### src/rtl/fetch_sched.sv
// Instruction fetch sequencer with RAW-hazard bubble insertion.
// Owns the PC, registers the fetched word into IF/ID, tracks recently
// issued destination registers in a small shift scoreboard, and handles
// branch redirect/squash, downstream stall and end-of-program halt.
//
// state  | meaning
// S_RUN  | fetching: issue ins_in or insert a bubble on a RAW hazard
// S_HALT | PC at or past ROM_DEPTH; only NOPs until branch or reset
module fetch_sched #(
   parameter int unsigned ROM_DEPTH = 82,
   parameter int          HAZ_DEPTH = 3,
   parameter logic [31:0] NOP       = 32'h00000000
) (
   input  logic        clk,
   input  logic        rst,
   output logic [31:0] pc_out,
   input  logic [31:0] ins_in,
   input  logic [4:0]  rs1_in,
   input  logic [4:0]  rs2_in,
   input  logic [1:0]  rs_use,
   input  logic [4:0]  rd_in,
   input  logic        rd_wr,
   input  logic        stall_in,
   input  logic        br_taken,
   input  logic [31:0] br_target,
   output logic [31:0] if_ins,
   output logic [31:0] if_pc,
   output logic        if_valid,
   output logic        halted,
   output logic [15:0] bubble_cnt
);

   typedef enum logic {S_RUN, S_HALT} state_t;

   state_t                      state_q, state_d;
   logic [31:0]                 pc_q, pc_d;
   logic [31:0]                 if_ins_q, if_ins_d;
   logic [31:0]                 if_pc_q, if_pc_d;
   logic                        if_valid_q, if_valid_d;
   logic [15:0]                 bubble_q, bubble_d;
   logic [HAZ_DEPTH-1:0]        sb_v_q, sb_v_d;
   logic [HAZ_DEPTH-1:0][4:0]   sb_rd_q, sb_rd_d;
   logic                        hazard;
   logic [31:0]                 pc_plus1;

   assign pc_plus1 = pc_q + 32'd1;

   // RAW check of the word at pc_out against every valid scoreboard entry
   always_comb begin
      hazard = 1'b0;
      for (int i = 0; i < HAZ_DEPTH; i++) begin
         if (sb_v_q[i] && rs_use[0] && (rs1_in != 5'd0) && (sb_rd_q[i] == rs1_in))
            hazard = 1'b1;
         if (sb_v_q[i] && rs_use[1] && (rs2_in != 5'd0) && (sb_rd_q[i] == rs2_in))
            hazard = 1'b1;
      end
   end

   // Next-state and IF/ID update, priority br_taken > stall > HALT > hazard > issue
   always_comb begin
      state_d    = state_q;
      pc_d       = pc_q;
      if_ins_d   = if_ins_q;
      if_pc_d    = if_pc_q;
      if_valid_d = if_valid_q;
      bubble_d   = bubble_q;
      sb_v_d     = sb_v_q;
      sb_rd_d    = sb_rd_q;

      if (br_taken) begin
         pc_d       = br_target;
         if_ins_d   = NOP;
         if_pc_d    = br_target;
         if_valid_d = 1'b0;
         // the word sitting in ID is squashed, so it must not block reads
         // as it ages; nothing new enters at the head
         for (int i = 1; i < HAZ_DEPTH; i++) begin
            sb_v_d[i]  = (i == 1) ? 1'b0 : sb_v_q[i-1];
            sb_rd_d[i] = sb_rd_q[i-1];
         end
         sb_v_d[0]  = 1'b0;
         sb_rd_d[0] = 5'd0;
         state_d    = (br_target >= ROM_DEPTH) ? S_HALT : S_RUN;
      end else if (!stall_in) begin
         for (int i = 1; i < HAZ_DEPTH; i++) begin
            sb_v_d[i]  = sb_v_q[i-1];
            sb_rd_d[i] = sb_rd_q[i-1];
         end
         sb_v_d[0]  = 1'b0;
         sb_rd_d[0] = 5'd0;
         if (state_q == S_HALT || hazard) begin
            if_ins_d   = NOP;
            if_valid_d = 1'b0;
            if (state_q == S_RUN && bubble_q != 16'hFFFF)
               bubble_d = bubble_q + 16'd1;
         end else begin
            if_ins_d   = ins_in;
            if_pc_d    = pc_q;
            if_valid_d = 1'b1;
            pc_d       = pc_plus1;
            sb_v_d[0]  = rd_wr && (rd_in != 5'd0);
            sb_rd_d[0] = rd_in;
            if (pc_plus1 >= ROM_DEPTH)
               state_d = S_HALT;
         end
      end
   end

   // State, PC, IF/ID and scoreboard registers with synchronous reset
   always_ff @(posedge clk) begin
      if (rst) begin
         state_q    <= S_RUN;
         pc_q       <= 32'd0;
         if_ins_q   <= NOP;
         if_pc_q    <= 32'd0;
         if_valid_q <= 1'b0;
         bubble_q   <= 16'd0;
         sb_v_q     <= '0;
         sb_rd_q    <= '0;
      end else begin
         state_q    <= state_d;
         pc_q       <= pc_d;
         if_ins_q   <= if_ins_d;
         if_pc_q    <= if_pc_d;
         if_valid_q <= if_valid_d;
         bubble_q   <= bubble_d;
         sb_v_q     <= sb_v_d;
         sb_rd_q    <= sb_rd_d;
      end
   end

   assign pc_out     = pc_q;
   assign if_ins     = if_ins_q;
   assign if_pc      = if_pc_q;
   assign if_valid   = if_valid_q;
   assign halted     = (state_q == S_HALT);
   assign bubble_cnt = bubble_q;

endmodule

### config.mk
export PLATFORM = sky130hd
export DESIGN_NAME = fetch_sched
export DESIGN_NICKNAME = d
export VERILOG_FILES = /design/src/rtl/fetch_sched.sv
export SDC_FILE = /design/constraint.sdc
export NUM_CORES = 1
export LEC_CHECK = 0
export ABC_CLOCK_PERIOD_IN_PS = 3020
export CORE_ASPECT_RATIO = 1.25
export CORE_MARGIN = 10
export CORE_UTILIZATION = 48
export DETAILED_ROUTE_END_ITERATION = 16
export PLACE_DENSITY_LB_ADDON = 0.15
export SLEW_MARGIN = 10
export SYNTH_ARGS = -nofsm -noshare
export SYNTH_HDL_FRONTEND = slang
export SYNTH_SLANG_ARGS = --single-unit
### constraint.sdc
create_clock -name clk -period 3.02 [get_ports clk]
set_input_delay 0.604 -clock clk [delete_from_list [all_inputs] [get_ports clk]]
set_output_delay 0.604 -clock clk [all_outputs]
set_load 0.02 [all_outputs]
==> metrics.txt <==
Mapped Cells=just over 800; DR vias=between 7000 and 8000; Final Hold Fails=0; Main synth FF type=dfxtp_1; layout cells sized above 1=0.0929; Congestion Overflow GR=0; arrival time at the worst endpoint=about 3.1 ns; # rows=49; clk_lat worst skew=0.42 ns; PD cells=474 mW/mm²; I/O pin cnt=200; Worst-path clk slew=0.05 ns; die height=154 µm; R2R setup slack=0.45 ns; Avg Synthesized Cell Area=8.35 µm²; ys async rst share=0; reg2reg start=pc_out[8]; Yosys Warn Count=0; largest net degree at the start of global routing=79; post-CTS setup buffer count=0; residual DRC count=0; placed cell count=1180; gpl congestion=about 0.9; worst hold path endpoint=if_valid; # clock sinks=132; H-tree levels=4; Root Buffer=clkbuf_16; initial antenna violation count=0; vias in the first global route=6889; worst-path cell chain=clkdlybuf4s50_1 > xor2_1 > nor4_1 > nand3_1 > a31oi_1 > o21ai_1 > buf_4 > a2111oi_2 > mux2_2; HPWL after detailed placement=16800 µm; Seq/Total Area, Yosys=0.381; Final nets=about 1100; CTS tree=done; Longest Clk Path Bufs=2; P_leak=3.49 nW; crit start category=input port; status=complete, no violations; IO Port Bufs=~200; first-pass GRT wire length=36900 µm; post-synthesis register bit count=between 100 and 150; Post-CTS Resized=0; drt wl/cell=19.2 µm; Initial Utilization=0.486; Die X=128 µm; Critical Path Sink Type=register; Post-Syn Area=between 0.006 and 0.007 mm²; RSZ-0062 raised after global routing=no; drt first pass iters=5; HP Class=reg2reg; CP max stage delay=0.52 ns; CTS Hold Bufs=0; R2R depth=8; total wire length=23300 µm; Synth cell types=61; hold_sp=if_valid; final max-slew violation count=0; diode count=0; Slew headroom=0.478; count of flip-flops with a built-in enable after synthesis=0; number of buffers created by CTS=17; Final Util=0.683; Final Cycle Share=0.938; final setup fails=0; Max Clk Rate=353 MHz; Peak VDD IR=347 µV; clock skew=0.0127 ns; WS Path Type=in2reg; Worst path slowest cell=clkdlybuf4s50_1; Crit Reg-Reg Endpoint=halted; Core ar.=0.0143 mm²; syn nets=920; total track usage=0.230; Tightest Pin Transition=roughly 0.8 ns; fin cells=roughly 1200; Max-Cap Viols=0; critical path peak fanout=9; fin crit period=2.83 ns; worst path required time=3.33 ns; ANT nets after route=0; Vias/cell=about 5.9; drt initial violations=514; die area=approximately 0.020 mm²; area delta synth->final=40.6%; Hold Path Stages=2
[cell type report]
class | count | area, µm²
multi-input cells | 604 | 3880
repair buffers | 243 | 2390
well taps | 178 | 223
flip-flops and latches | 132 | 2640
clock buffers | 21 | 440
inverters | 23 | 86.3
clock inverters | 10 | 86.3
fillers | 1204 | 4530
[critical path: cells and delay by family]
family | cells | cell delay, ns
muxes | 1 | 0.37
AOI/OAI and AO/OA | 3 | 0.72
xor gates and xnor gates | 1 | 0.19
buffers and inverters | 2 | 0.72
and+or+nand+nor | 2 | 0.53
[cell families after synthesis]
family / count (synthesis) / share of synthesized area
adders and majority gates: 3 / 0.00541
buffers and inverters: 95 / 0.0599
AOI/OAI and AO/OA: 215 / 0.233
muxes: 8 / 0.0121
DFF: 132 / 0.381
xor gates and xnor gates: 46 / 0.0581
and+or+nand+nor: 332 / 0.250
[flip-flops by register name, summed over array words and instances, names as in the netlist]
register	cells
bubble_cnt	16
sb_rd_q	15
pc_out	32
if_valid	1
if_pc	32
sb_v_q	3
if_ins	32
halted	1
[power by group]
part | leakage (nW) | switching (W) | total [W] | internal, W
sequential | 1.08 | 0.0000966 | 0.00192 | 0.00183
combinational | 2.16 | 0.000421 | 0.000831 | 0.000410
clock | 0.252 | 0.000754 | 0.00187 | 0.00112
[per-layer routing]
layer,wire [µm],share of wire,track usage
met3,1260,0.054,0.0663
met1,9620,0.41,0.267
met2,12000,0.51,0.398
met4,420,0.018,0.0684
met5,0,0,0
[stage by stage]
stage	hold slack, ns	instance area [µm²]	total power, W	TNS, ns	worst slack [ns]
floorplan	0.445	6940	0.00237	0	0.596
global placement	0.458	9230	0.00278	-1.29	-0.0917
detailed placement	0.457	9230	0.00278	-2.77	-0.199
CTS	0.465	9750	0.00466	0	0.243
global route	0.496	9750	0.00481	0	0.00817
finish	0.463	9750	0.00462	0	0.186
[worst max-delay path by stage]
stage               startpoint  slack [ns]        endpoint
global placement     rs2_in[2]       -0.09  bubble_cnt[14]
floorplan            pc_out[0]        0.60      pc_out[24]
CTS                  rs2_in[2]        0.24  bubble_cnt[14]
global route         rs2_in[2]       0.008   bubble_cnt[4]
finish               rs2_in[2]        0.19  bubble_cnt[14]
detailed placement   rs2_in[2]       -0.20  bubble_cnt[14]
[placed cells by master, fill, tap and decap left out, types with 4 or more instances in the layout]
cell type	count
mux2i_1	5
clkinv_2	5
nand4_1	23
o311a_1	21
and2_1	4
nor4_1	20
and4_1	7
o31a_1	19
or3_1	17
nand2_1	64
a2111oi_1	6
buf_4	39
xor2_1	17
xnor2_1	29
and3_1	13
nand3_1	29
o31ai_1	16
o21ai_0	11
a21oi_1	49
nor3_1	28
clkbuf_16	17
clkdlybuf4s50_1	197
a211oi_1	19
a2111oi_2	7
o21bai_1	5
dfxtp_1	132
nor2_1	88
a22oi_1	34
a31oi_1	10
clkbuf_1	4
or4_1	14
buf_12	6
inv_1	23
[Yosys cell counts (all sizes together), types with 5 or more instances]
| library cell | count | area share |
|---|---|---|
| a2111oi | 14 | 0.025 |
| a211oi | 19 | 0.021 |
| a21oi | 49 | 0.035 |
| a22oi | 34 | 0.037 |
| a31oi | 10 | 0.0090 |
| and2 | 5 | 0.0047 |
| and3 | 14 | 0.013 |
| and4 | 7 | 0.0088 |
| buf | 28 | 0.023 |
| clkbuf | 44 | 0.024 |
| dfxtp | 132 | 0.38 |
| inv | 23 | 0.012 |
| mux2i | 5 | 0.0072 |
| nand2 | 64 | 0.035 |
| nand3 | 31 | 0.024 |
| nand4 | 23 | 0.021 |
| nor2 | 88 | 0.048 |
| nor3 | 31 | 0.027 |
| nor4 | 20 | 0.018 |
| o21ai | 13 | 0.0094 |
| o21bai | 5 | 0.0054 |
| o311a | 21 | 0.030 |
| o31a | 19 | 0.024 |
| o31ai | 17 | 0.020 |
| or3 | 17 | 0.015 |
| or4 | 14 | 0.015 |
| xnor2 | 29 | 0.037 |
| xor2 | 17 | 0.021 |
Power figures use the tool's default switching activity.
